[config.mk]
export PLATFORM = sky130hd
export DESIGN_NAME = npu_skew_feeder
export DESIGN_NICKNAME = d
export VERILOG_FILES = /design/src/rtl/npu_feeder_pkg.sv /design/src/rtl/npu_lane_fifo.sv /design/src/rtl/npu_skew_feeder.sv
export SDC_FILE = /design/constraint.sdc
export NUM_CORES = 1
export LEC_CHECK = 0
export BUFFER_PORTS_ARGS = -buffer_cell sky130_fd_sc_hd__buf_2
export CORE_ASPECT_RATIO = 0.5
export CORE_UTILIZATION = 45
export DETAILED_ROUTE_END_ITERATION = 7
export PLACE_DENSITY = 0.63
export SYNTH_ARGS = -nofsm -noshare
export SYNTH_HDL_FRONTEND = slang
export SYNTH_SLANG_ARGS = --single-unit
[constraint.sdc]
create_clock -name clk -period 10.2 [get_ports clk]
set_input_delay 0.51 -clock clk [delete_from_list [all_inputs] [get_ports clk]]
set_output_delay 0.51 -clock clk [all_outputs]
set_load 0.005 [all_outputs]
[src/rtl/npu_feeder_pkg.sv]
// Shared types and helpers for the TinyNPU skewed operand feeder.
package npu_feeder_pkg;

  typedef enum logic [1:0] {IDLE, STREAM, DRAIN, DONE} state_t;

  // Bit offset of a lane inside a packed SIZE*width bus.
  function automatic int lane_slice(input int lane, input int width);
    return lane * width;
  endfunction

endpackage

[src/rtl/npu_lane_fifo.sv]
// Single-lane circular-buffer FIFO; a push into a full lane is accepted when
// the same cycle also pops, and a pop of an empty lane is ignored.
module npu_lane_fifo #(
  parameter int NBITS = 8,
  parameter int DEPTH = 4
) (
  input  logic             clk,
  input  logic             rst,
  input  logic             push,
  input  logic             pop,
  input  logic [NBITS-1:0] din,
  output logic [NBITS-1:0] dout,
  output logic             full,
  output logic             empty
);

  localparam int PW = $clog2(DEPTH);
  localparam int CW = $clog2(DEPTH + 1);

  logic [NBITS-1:0] mem [DEPTH];
  logic [PW-1:0]    rd_ptr, wr_ptr;
  logic [CW-1:0]    count;
  logic             do_push, do_pop;

  function automatic logic [PW-1:0] next_ptr(input logic [PW-1:0] p);
    return (p == PW'(DEPTH - 1)) ? '0 : p + 1'b1;
  endfunction

  assign full    = (count == CW'(DEPTH));
  assign empty   = (count == '0);
  assign do_pop  = pop & ~empty;
  assign do_push = push & (~full | do_pop);
  assign dout    = mem[rd_ptr];

  always_ff @(posedge clk or posedge rst) begin
    if (rst) begin
      rd_ptr <= '0;
      wr_ptr <= '0;
      count  <= '0;
    end else begin
      if (do_push) wr_ptr <= next_ptr(wr_ptr);
      if (do_pop)  rd_ptr <= next_ptr(rd_ptr);
      case ({do_push, do_pop})
        2'b10:   count <= count + 1'b1;
        2'b01:   count <= count - 1'b1;
        default: count <= count;
      endcase
    end
  end

  always_ff @(posedge clk) begin
    if (do_push) mem[wr_ptr] <= din;
  end

endmodule

[src/rtl/npu_skew_feeder.sv]
// Per-lane x/w FIFOs popped in lockstep for a programmed stream length, with
// lane i delayed i extra cycles so the array edge sees staggered operands.
module npu_skew_feeder
  import npu_feeder_pkg::*;
#(
  parameter int SIZE  = 4,
  parameter int NBITS = 8,
  parameter int DEPTH = 4,
  parameter int LBITS = $clog2(DEPTH + 1)
) (
  input  logic                    clk,
  input  logic                    rst,
  input  logic [NBITS-1:0]        x_in,
  input  logic                    x_load_val,
  input  logic [$clog2(SIZE)-1:0] x_load_sel,
  input  logic [NBITS-1:0]        w_in,
  input  logic                    w_load_val,
  input  logic [$clog2(SIZE)-1:0] w_load_sel,
  input  logic                    start,
  input  logic [LBITS-1:0]        stream_len,
  input  logic                    err_clr,
  output logic                    busy,
  output logic                    done,
  output logic [SIZE*NBITS-1:0]   x_out,
  output logic [SIZE-1:0]         x_out_val,
  output logic [SIZE*NBITS-1:0]   w_out,
  output logic [SIZE-1:0]         w_out_val,
  output logic [SIZE-1:0]         x_full,
  output logic [SIZE-1:0]         w_full,
  output logic [SIZE-1:0]         x_empty,
  output logic [SIZE-1:0]         w_empty,
  output logic                    overflow,
  output logic                    underflow
);

  localparam int SZB = $clog2(SIZE + 1);
  localparam int CW  = (LBITS > SZB) ? LBITS : SZB;

  state_t           state, state_nx;
  logic [CW-1:0]    cnt, cnt_nx;
  logic             pop_all, ov_set, un_set;
  logic [SIZE-1:0]  x_push, w_push;
  logic [NBITS-1:0] x_dout [SIZE];
  logic [NBITS-1:0] w_dout [SIZE];

  assign pop_all = (state == STREAM);
  assign busy    = (state != IDLE);
  assign done    = (state == DONE);

  // A pop frees the slot a full-lane push lands in, so overflow is only
  // possible while not streaming.
  assign ov_set = (|((x_push & x_full) | (w_push & w_full))) & ~pop_all;
  assign un_set = pop_all & (|(x_empty | w_empty));

  always_ff @(posedge clk or posedge rst) begin
    if (rst) begin
      state     <= IDLE;
      cnt       <= '0;
      overflow  <= 1'b0;
      underflow <= 1'b0;
    end else begin
      state     <= state_nx;
      cnt       <= cnt_nx;
      overflow  <= (overflow & ~err_clr) | ov_set;
      underflow <= (underflow & ~err_clr) | un_set;
    end
  end

  always_comb begin
    state_nx = state;
    cnt_nx   = cnt;
    case (state)
      IDLE: begin
        if (start) begin
          cnt_nx   = CW'(stream_len);
          state_nx = (stream_len != '0) ? STREAM : DONE;
        end
      end
      STREAM: begin
        if (cnt == CW'(1)) begin
          state_nx = DRAIN;
          cnt_nx   = CW'(SIZE);
        end else begin
          cnt_nx = cnt - 1'b1;
        end
      end
      DRAIN: begin
        if (cnt == CW'(1)) state_nx = DONE;
        else               cnt_nx   = cnt - 1'b1;
      end
      DONE:    state_nx = IDLE;
      default: state_nx = IDLE;
    endcase
  end

  for (genvar i = 0; i < SIZE; i++) begin : g_lane
    logic [NBITS:0] x_skew [i+1];
    logic [NBITS:0] w_skew [i+1];

    assign x_push[i] = x_load_val && (int'(x_load_sel) == i);
    assign w_push[i] = w_load_val && (int'(w_load_sel) == i);

    npu_lane_fifo #(.NBITS(NBITS), .DEPTH(DEPTH)) u_x_fifo (
      .clk(clk), .rst(rst), .push(x_push[i]), .pop(pop_all), .din(x_in),
      .dout(x_dout[i]), .full(x_full[i]), .empty(x_empty[i])
    );

    npu_lane_fifo #(.NBITS(NBITS), .DEPTH(DEPTH)) u_w_fifo (
      .clk(clk), .rst(rst), .push(w_push[i]), .pop(pop_all), .din(w_in),
      .dout(w_dout[i]), .full(w_full[i]), .empty(w_empty[i])
    );

    // Stage 0 captures {val, data} of the pop; stages 1..i add the lane skew.
    always_ff @(posedge clk or posedge rst) begin
      if (rst) begin
        for (int k = 0; k <= i; k++) begin
          x_skew[k] <= '0;
          w_skew[k] <= '0;
        end
      end else begin
        x_skew[0] <= pop_all ? {~x_empty[i], x_dout[i] & {NBITS{~x_empty[i]}}} : '0;
        w_skew[0] <= pop_all ? {~w_empty[i], w_dout[i] & {NBITS{~w_empty[i]}}} : '0;
        for (int k = 1; k <= i; k++) begin
          x_skew[k] <= x_skew[k-1];
          w_skew[k] <= w_skew[k-1];
        end
      end
    end

    assign x_out[lane_slice(i, NBITS) +: NBITS] = x_skew[i][NBITS-1:0];
    assign w_out[lane_slice(i, NBITS) +: NBITS] = w_skew[i][NBITS-1:0];
    assign x_out_val[i] = x_skew[i][NBITS];
    assign w_out_val[i] = w_skew[i][NBITS];
  end

endmodule

# == Word level (Yosys, flattened, before mapping) ==
# Memory sizes are Yosys's and may differ from the RTL's.
# Cells that the tools add are included.
# op_classes
reduce_logical,34
addsub,33
muxes,57
bitwise,60
eq_ne,54
# op_table
operator,count
9-bit two-way mux,8
8-bit bitwise AND,8
2-bit == test (second input constant),30
3-bit one-hot mux with 2 select lines,8
2-bit two-way mux,20
2-bit by 1-bit adder with 2-bit output (second input constant),16
3-bit by 1-bit subtractor with 3-bit output (second input constant),9
3-bit by 1-bit adder with 3-bit output (second input constant),8
3-bit == test (second input constant),8
3-bit zero test,8
2-bit by 1-bit == test with 1-bit output (second input constant),11
1-bit bitwise AND,20
1-bit inverter,18
2-bit nonzero test,9
1-bit two-way mux,16
1-bit OR,10
3-bit two-way mux,3
3-bit one-hot mux with 3 select lines,1
4-bit bitwise AND,2
1-bit logical AND,8
2-bit != test (second input constant),4
4-bit OR,2
2-bit one-hot mux with 4 select lines,1
4-bit OR reduction,2
other kinds (4),8
# word_totals
inputBits,29
mem_bits_rw,256
reg_bits,243
output_inout_bits,92
mem_count,8
wordCells,294
# mem_list
memory,depth,width,rd,rd_ports_with_merged_regs,wr,line,text
g_lane[0].u_w_fifo.mem,4,8,1,0,1,npu_lane_fifo.sv:20,logic [NBITS-1:0] mem [DEPTH];
g_lane[0].u_x_fifo.mem,4,8,1,0,1,npu_lane_fifo.sv:20,
g_lane[1].u_w_fifo.mem,4,8,1,0,1,npu_lane_fifo.sv:20,
g_lane[1].u_x_fifo.mem,4,8,1,0,1,npu_lane_fifo.sv:20,
g_lane[2].u_w_fifo.mem,4,8,1,0,1,npu_lane_fifo.sv:20,
g_lane[2].u_x_fifo.mem,4,8,1,0,1,npu_lane_fifo.sv:20,
+2 memories,--,--,--,--,--,--,

# == Logic depth before layout (Yosys ltp) ==
# Gate-level depths: netlist of the first run.
# logic_depth
ltp_word,7
mapped_depth,12
ltp_nobuf,11

# == Modules after synthesis ==
# A second synthesis of the first run with hierarchy kept.
# unflattened
hier_cells,1064
area_unflattened_um2,19030.8
# modules_own_cells
module,area_each_um2,cells_each,n_inst
npu_lane_fifo (g_lane[0].u_w_fifo ...),1619.1,84,7
npu_skew_feeder,5999.5,381,1
npu_lane_fifo (g_lane[1].u_x_fifo),1697.9,95,1

# == Least setup slack after synthesis of the first run ==
# No wires, ideal clock.
# synth_path
path_type,register -> register
from,register state[1]
to,register g_lane[0].u_w_fifo.count[2]
period_less_slack_ps,2372
setup_time_ps,125
arrival_ps,2247
path_stages_with_launch,12
setup_slack_ps,7828
path_buffers,1
cell_sequence,dfrtp_1 > inv_1 > ha_1 > buf_4 > nor2_1 > nor3b_4 > inv_1 > ha_1 > fa_1 > xnor2_1 > nor2_1 > xor2_1
# synth_between
elab_chain_len,6
# synth_lines
element,line,text
start: declaration,npu_skew_feeder.sv:39,"state_t state, state_nx;"
start signal: assignment,npu_skew_feeder.sv:62,state <= state_nx;
2-bit by 1-bit == test with 1-bit output *,npu_skew_feeder.sv:46,assign pop_all = (state == STREAM);
1-bit bitwise AND *,npu_lane_fifo.sv:31,assign do_pop = pop & ~empty;
1-bit OR,npu_lane_fifo.sv:32,assign do_push = push & (~full | do_pop);
1-bit bitwise AND,npu_lane_fifo.sv:32,
2-bit by 1-bit == test with 1-bit output / 2-bit == test (equally long branches),npu_lane_fifo.sv:43,"case ({do_push, do_pop})"
3-bit one-hot mux with 2 select lines / 2-bit nonzero test (equally long branches),--,
end signal: assignment,npu_lane_fifo.sv:44,2'b10: count <= count + 1'b1;
end signal: assignment,npu_lane_fifo.sv:45,2'b01: count <= count - 1'b1;
end signal: assignment,npu_lane_fifo.sv:46,default: count <= count;
end: declaration,npu_lane_fifo.sv:22,logic [CW-1:0] count;
# Mark *: on every way between the ends. The rest lies on a longest branch, timed or not.
# A chain may end at the register's enable or synchronous reset.

# == Worst setup path in the final report of the first run ==
# layout_path
from,register state[1]
to,register g_lane[2].u_w_fifo.count[2]
# layout_between
elab_chain_len,6
# layout_lines
element,line,text
2-bit by 1-bit == test with 1-bit output *,npu_skew_feeder.sv:46,
1-bit bitwise AND *,npu_lane_fifo.sv:31,
net g_lane[2].u_w_fifo.do_pop,npu_lane_fifo.sv:23,"logic do_push, do_pop;"
1-bit OR,npu_lane_fifo.sv:32,
1-bit bitwise AND,npu_lane_fifo.sv:32,
2-bit by 1-bit == test with 1-bit output / 2-bit == test (equally long branches),npu_lane_fifo.sv:43,
3-bit one-hot mux with 2 select lines / 2-bit nonzero test (equally long branches),--,
end signal: assignment,npu_lane_fifo.sv:44,
end signal: assignment,npu_lane_fifo.sv:45,
end signal: assignment,npu_lane_fifo.sv:46,
end: declaration,npu_lane_fifo.sv:22,
# The timed path passes the listed nets; every way through them passes the cells marked *.

==> results of run 1 <==
-- registers in the layout, summed over array words and instances, names as in the netlist, 12 cells and up --
register	cells
g_lane.u_x_fifo.count	12
g_lane.x_skew	63
x_out	24
g_lane.w_skew	63
g_lane.u_w_fifo.count	12
g_lane.u_x_fifo.mem	128
g_lane.u_w_fifo.mem	128
w_out	24
-- worst paths after layout --
| path | end | slack (ns) | depth (start not counted) |
|---|---|---|---|
| setup / recovery | g_lane[2].u_w_fifo.count[2] | 7.04 | 10 |
| hold / removal | x_out[20] | 0.11 | 2 |
| setup reg to reg | g_lane[2].u_w_fifo.count[2] | 7.04 | 10 |
| hold reg to reg | g_lane[2].x_skew[17] | 0.33 | 0 |
| max in group asynchronous | overflow | 8.00 | 4 |
| min in group clk | underflow | 0.18 | 2 |
-- metrics by stage --
| step | setup WS, ns | std cells | util, % |
|---|---|---|---|
| 2_1_floorplan | 3.02 | 1064 | - |
| 3_3_place_gp | 7.09 | 1630 | 47.7 |
| 3_5_place_dp | 7.02 | 1630 | 47.7 |
| 4_1_cts | 7.01 | 1712 | 51.3 |
| 5_1_grt | 6.76 | 1712 | 51.3 |
| 6_report | 7.04 | 1712 | 51.3 |
-- power by group through the flow --
stage	Sequential, mW	Combinational [mW]	Clock (mW)
2_1_floorplan	2.85	1.30	0
3_5_place_dp	3.04	1.45	0
6_report	2.99	1.42	1.67
3_3_place_gp	3.01	1.39	0
4_1_cts	3.01	1.46	1.73
5_1_grt	3.06	1.59	1.81
-- per-layer routing --
metal / GRT usage (%) / part of all wire (%) / up-vias
met4: 4.81 / 2.4 / 0
met1: 19.9 / 43 / 4325
met5: 0 / 0 / -
li1: - / - / 3848
met3: 3.29 / 3.5 / 48
met2: 26.0 / 51 / 122
-- layout make-up --
| cell class | instances | area, sq um |
|---|---|---|
| Clock buffer | 58 | 1230 |
| Clock inverter | 24 | 235 |
| Fill cell | 3252 | 19900 |
| Inverter | 68 | 263 |
| Multi-Input combinational cell | 401 | 4140 |
| Sequential cell | 499 | 13800 |
| Tap cell | 540 | 676 |
| Timing Repair Buffer | 122 | 616 |
-- worst reg2reg max path: stages, from the launching register on --
cell and delay, ns:
dfrtp_1 0.41, inv_1 0.13, ha_1 0.74, nand2b_1 0.51
inv_1 0.19, ha_1 0.20, inv_1 0.06, fa_1 0.38
xor2_1 0.15, nor2_1 0.14, xor2_1 0.17
-- cell usage in the layout, fill, tap and decap left out, types with 2 or more instances in the layout --
| cell | count |
|---|---|
| nand2b_1 | 9 |
| ha_1 | 54 |
| o22a_1 | 2 |
| inv_2 | 2 |
| o21ai_0 | 17 |
| xnor2_1 | 10 |
| clkbuf_16 | 46 |
| edfxtp_1 | 256 |
| and2_1 | 40 |
| inv_1 | 65 |
| a21oi_1 | 3 |
| clkinv_1 | 10 |
| a21oi_2 | 2 |
| or3b_1 | 3 |
| dfrtp_1 | 243 |
| clkinv_2 | 4 |
| nor3b_1 | 6 |
| a211oi_2 | 3 |
| clkinvlp_4 | 2 |
| clkbuf_8 | 3 |
| nand2_1 | 17 |
| bufinv_16 | 4 |
| buf_4 | 2 |
| or4_1 | 2 |
| fa_1 | 8 |
| mux4_2 | 64 |
| and2b_1 | 3 |
| nor2b_1 | 55 |
| buf_2 | 120 |
| nand3_1 | 2 |
| clkbuf_1 | 9 |
| nor3_1 | 18 |
| o22ai_1 | 2 |
| nor2_1 | 19 |
| mux2_2 | 15 |
| a21o_1 | 8 |
| xor2_1 | 13 |
| mux2i_1 | 10 |
| inv_6 | 3 |
-- cell usage after synthesis, types with 3 or more instances --
cell type,n
clkbuf_1,13
or3b_1,3
fa_1,8
nor2b_1,55
nand2_1,17
nor3_1,18
o21ai_0,17
xor2_1,13
buf_4,72
a21oi_1,3
buf_2,9
edfxtp_1,256
inv_1,66
nor2_1,19
nand2b_1,9
xnor2_1,10
nor3b_1,6
a211oi_2,3
mux2_2,15
ha_1,54
and2b_1,3
mux4_2,64
and2_1,40
dfrtp_1,243
mux2i_1,10
a21o_1,8
-- cells by family after synthesis --
kind of cell	count (synthesis)
DFF	499
xor gates and xnor gates	23
adders and majority gates	62
AOI/OAI and AO/OA	45
buffers and inverters	164
muxes	89
and+or+nand+nor	182
==> impl_metrics.json, run 1 <==
{
  "worst_hold_path_type": "in2async",
  "max_freq_ghz": 0.316,
  "leakagePower_nw": 8.67,
  "synth_edf_count": 256,
  "finalInstanceArea_sq_um": 20900,
  "clkLatencyLatePin_ns": 0.55,
  "hold_buffers": 0,
  "cp-start-kind": "flip-flop",
  "grt_usage_pct": 15.4,
  "end_kind": "flip-flop",
  "via_count": 8343,
  "grt_pass1_wl_um": 50300,
  "yosysSeqAreaShare_pct": 73.2,
  "intPower_mw": 4.33,
  "pwr-share-seq_pct": 49.1,
  "slew_viol_final": 0,
  "start_util_pct": 46.1,
  "syn_area_sq_um": 18800,
  "net-switching-power_mw": 1.75,
  "arrival_ns": 3.63,
  "drc": 0,
  "drive_gt1_share_pct": 23.8,
  "cp-startpoint": "state[1]",
  "finalCritPeriodShare_pct": 31.0,
  "hold_viol_final": 0,
  "h-tree-depth": 2,
  "r2r_start": "state[1]",
  "rsz0062_at_grt": "false",
  "n_antenna_cell": 0,
  "ant_nets": 0,
  "ios": 121,
  "peakVddDrop_uv": 121,
  "antenna_found_initial": 0,
  "crit_fanout": 18,
  "dp_hpwl_um": 20600,
  "die-area_sq_um": 42700,
  "place_congestion": 0.766,
  "synth-compound-area-share_pct": 1.72,
  "wl_per_cell_um": 18.6,
  "power_mw": 6.08,
  "p_clk_share_pct": 27.5,
  "clock_skew_ns": 0.0248,
  "p_sw_share_pct": 28.7,
  "timing.hold.ws_ns": 0.114,
  "cpMostUsedCell": "inv_1",
  "cap_viol_max_count": 0,
  "ys.flop_type": "edfxtp_1",
  "grt_max_degree": 115,
  "synthSimpleGateAreaFrac_pct": 5.70,
  "clock-sinks": 499,
  "status": "finished clean",
  "setup_viol": 0,
  "fin_crit_ns": 3.16,
  "cts_max_path_buffers": 3,
  "path_buf_inv": 3,
  "synth-xor-area-share_pct": 1.07,
  "grt-ovfl-total": 0,
  "yosys.cell_types.count": 49,
  "clk_pin_slew_ns": 0.07,
  "ys_seq_elements": 499,
  "synth_area_per_cell_sq_um": 17.7,
  "cts_resized": 0,
  "yosys_warnings": 0,
  "pwr-share-comb_pct": 23.4,
  "tritoncts": "yes",
  "synth_top_area_share_pct": 40.9,
  "vias_per_cell": 4.87,
  "numPortBuffers": 120,
  "netlist_instances": 1064,
  "place_area_sq_um": 19500,
  "numCtsBuffers": 44,
  "async_flop_share_pct": 48.7,
  "drtIter0Drc": 468,
  "die_w_um": 291,
  "slowest_delay_ns": 0.74,
  "slowest_stage": "ha_1",
  "dieHeight_um": 147,
  "cts_setup_buffers": 0,
  "drt-total-wl_um": 31800,
  "cts-root-buf": "clkbuf_16",
  "relSlewSlack_pct": 36.7,
  "synthAdderAreaFrac_pct": 4.44,
  "path_class": "reg2reg",
  "nets": 1227,
  "yosys-top-cells-area": "edfxtp_1 (41%), dfrtp_1 (32%), mux4_2 (7.7%)",
  "tightestPinTransition_ns": 0.943,
  "dr.pass1.iters": 4,
  "rows": 52,
  "yosysTopAreaCell": "edfxtp_1",
  "synth_top_family_by_area": "multiplexers",
  "muxShareOfSynthArea_pct": 9.09,
  "grt_pass1_vias": 9010,
  "core-area_sq_um": 40800,
  "synth_nets": 1155,
  "cp_top_family": "adder cells",
  "areaGrowthSynthToFinish_pct": 11.3,
  "p_per_area_nw_per_um2": 291,
  "path_cells": "inv_1 > ha_1 > nand2b_1 > inv_1 > ha_1 > inv_1 > fa_1 > xor2_1 > nor2_1 > xor2_1",
  "worstPathRequired_ns": 10.67,
  "setup-tns-final_ns": 0
}
No activity file was read; power rests on OpenSTA's default activity.
==> inputs of run 2 (changes only) <==
Settings changed: ABC_AREA set to 1, PLACE_DENSITY 0.63 to 0.65.
Clock period 10.2 ns to 2.7 ns, I/O delays scaled along.
==> impl_metrics.json, run 2 <==
{
  "vias_per_cell": 4.74,
  "finalCritPeriodShare_pct": 87.9,
  "core-area_sq_um": 41100,
  "slew_viol_final": 0,
  "leakagePower_nw": 9.32,
  "grt_usage_pct": 16.2,
  "rows": 52,
  "end_kind": "flip-flop",
  "cts_setup_buffers": 0,
  "placedCellCount": 2134,
  "synth_edf_count": 256,
  "fin_crit_ns": 2.37,
  "cap_viol_max_count": 0,
  "synth_top_area_share_pct": 40.3,
  "yosysTopAreaCell": "edfxtp_1",
  "clock_skew_ns": 0.00904,
  "crit_fanout": 9,
  "grt_max_degree": 49,
  "finalNonFillerCells": 2232,
  "final_cell_mix": "nor2_1 (324), edfxtp_1 (256), dfrtp_1 (243)",
  "start_util_pct": 46.4,
  "tritoncts": "yes",
  "final_common_cell": "nor2_1",
  "worst_hold_path_type": "in2reg",
  "cp-start-kind": "flip-flop",
  "setup_viol": 0,
  "synth_area_per_cell_sq_um": 12.6,
  "rsz0062_at_grt": "false",
  "r2r_start": "state[1]",
  "ant_nets": 0,
  "path_class": "reg2reg",
  "synth_commonest_cells": "nor2_1 (324), edfxtp_1 (256), dfrtp_1 (243), o21ai_0 (168), inv_1 (122)",
  "async_flop_share_pct": 48.7,
  "grt-ovfl-total": 0,
  "drtIter0Drc": 756,
  "cts_resized": 0,
  "grt_pass1_wl_um": 54900,
  "clock-sinks": 499,
  "die-area_sq_um": 43300,
  "arrival_ns": 2.80,
  "hold_viol_final": 0,
  "yosys.cell_types.count": 29,
  "ys_seq_elements": 499,
  "h-tree-depth": 2,
  "cts-root-buf": "clkbuf_16",
  "dieHeight_um": 148,
  "drt-total-wl_um": 34300,
  "reg.largest.list": "g_lane.u_w_fifo.mem (128), g_lane.u_x_fifo.mem (128)",
  "n_antenna_cell": 0,
  "nets": 1720,
  "dr.pass1.iters": 5,
  "setup-tns-final_ns": 0,
  "place_congestion": 0.815,
  "areaGrowthSynthToFinish_pct": 13.5,
  "tightestPinTransition_ns": 0.822,
  "max_freq_ghz": 0.421,
  "peakVddDrop_uv": 519,
  "numCtsBuffers": 44,
  "clk_pin_slew_ns": 0.07,
  "numPortBuffers": 120,
  "ios": 121,
  "synth_nets": 1604,
  "wl_per_cell_um": 15.4,
  "syn_area_sq_um": 19100,
  "via_count": 10600,
  "yosys-top-cells-area": "edfxtp_1 (40%), dfrtp_1 (32%), nor2_1 (6.4%)",
  "clkLatencyLatePin_ns": 0.54,
  "drc": 0,
  "yosys_warnings": 0,
  "cts_max_path_buffers": 3,
  "ys.flop_type": "edfxtp_1",
  "grt_pass1_vias": 10300,
  "dp_hpwl_um": 21900,
  "relSlewSlack_pct": 45.1,
  "yosysMostFrequentCell": "nor2_1",
  "drive_gt1_share_pct": 15.1,
  "status": "finished clean",
  "p_per_area_nw_per_um2": 1070,
  "cp-startpoint": "state[1]",
  "netlist_instances": 1513,
  "yosysSeqAreaShare_pct": 72.1,
  "min-delay-start": "x_in[7]",
  "die_w_um": 293,
  "antenna_found_initial": 0,
  "worstPathRequired_ns": 3.12
}
-- run 2: cell types whose count changed in the layout (fill, tap and decap cells not counted), sizes merged, moves of 15 or more --
cell         delta
nor2          +313
o21ai         +157
a21oi          +90
mux4           -64
inv            +56
nor2b          -55
nand2          +50
and2           -40
buf            +37
nand3          +19
nor3           -18
dlygate4sd3    +16
mux2           -15
-- run 2: cells by family (layout without fill, tap and decap cells) --
family / after synthesis / count (layout) / synth area share, %
DFF: 499 / 499 / 72.1
and+or+nand+nor: 424 / 424 / 8.91
adders and majority gates: 62 / 62 / 4.38
AOI/OAI and AO/OA: 270 / 270 / 7.29
xor gates and xnor gates: 16 / 16 / 0.734
buffers and inverters: 242 / 394 / 6.57
-- run 2: per-layer routing --
layer,vias to the layer above,share of wire [%],GRT usage [%]
met5,-,0,0
met4,0,2.2,4.43
met3,57,3.9,3.19
met2,154,50,27.8
met1,5179,44,21.3
li1,5184,-,-
-- run 2: worst max-delay path, stage by stage (launching register included) --
cell	delay [ns]
dfrtp_1	0.37
inv_1	0.09
ha_1	0.20
inv_1	0.07
buf_4	0.20
nand2_1	0.08
nand2_2	0.18
ha_1	0.18
inv_1	0.07
fa_1	0.39
a21oi_1	0.15
o21ai_0	0.12
xor2_1	0.15
-- run 2: stage by stage --
stage	hold slack, ns	util [%]	power [mW]	setup slack (ns)	area, sq um
after global routing	0.0119	52.7	24.8	0.0609	21700
after CTS	0.000301	52.7	23.5	0.327	21700
final	0.0216	52.7	23.1	0.326	21700
after detailed placement	0.330	48.7	17.0	0.335	20000
after global placement	0.331	48.7	16.8	0.417	20000
after floorplan	0.234	-	15.5	-0.625	19100
-- run 2: final timing paths --
| check | endpoint | slack (ns) | cells past startpoint |
|---|---|---|---|
| worst min register to register | g_lane[2].w_skew[14] | 0.34 | 0 |
| max in group asynchronous | g_lane[2].x_skew[23] | 1.71 | 4 |
| min in group asynchronous | g_lane[3].w_skew[12] | 0.29 | 3 |
| worst max-delay path | g_lane[2].u_x_fifo.count[2] | 0.33 | 12 |
| worst max register to register | g_lane[2].u_x_fifo.count[2] | 0.33 | 12 |
| worst min-delay path | g_lane[2].u_x_fifo.mem[1][7] | 0.02 | 1 |
-- run 2: final cells by class --
| cell class | instances | area, sq um |
|---|---|---|
| Multi-Input combinational cell | 772 | 4070 |
| Timing Repair Buffer | 175 | 1120 |
| Inverter | 137 | 522 |
| Tap cell | 567 | 709 |
| Fill cell | 3501 | 19500 |
| Clock inverter | 19 | 199 |
| Sequential cell | 499 | 13800 |
| Clock buffer | 63 | 1280 |
-- run 2: what timing repair did --
item                                   CTS  global route
setup endpoints to repair                0             0
endpoints found under the hold margin  144             0
hold buffers                            16             0
-- run 2: power by group --
part / internal [mW] / leakage [nW] / switching (mW)
clock network: 3.70 / 0.726 / 2.68
registers: 9.88 / 5.46 / 0.917
logic: 2.18 / 3.13 / 3.77
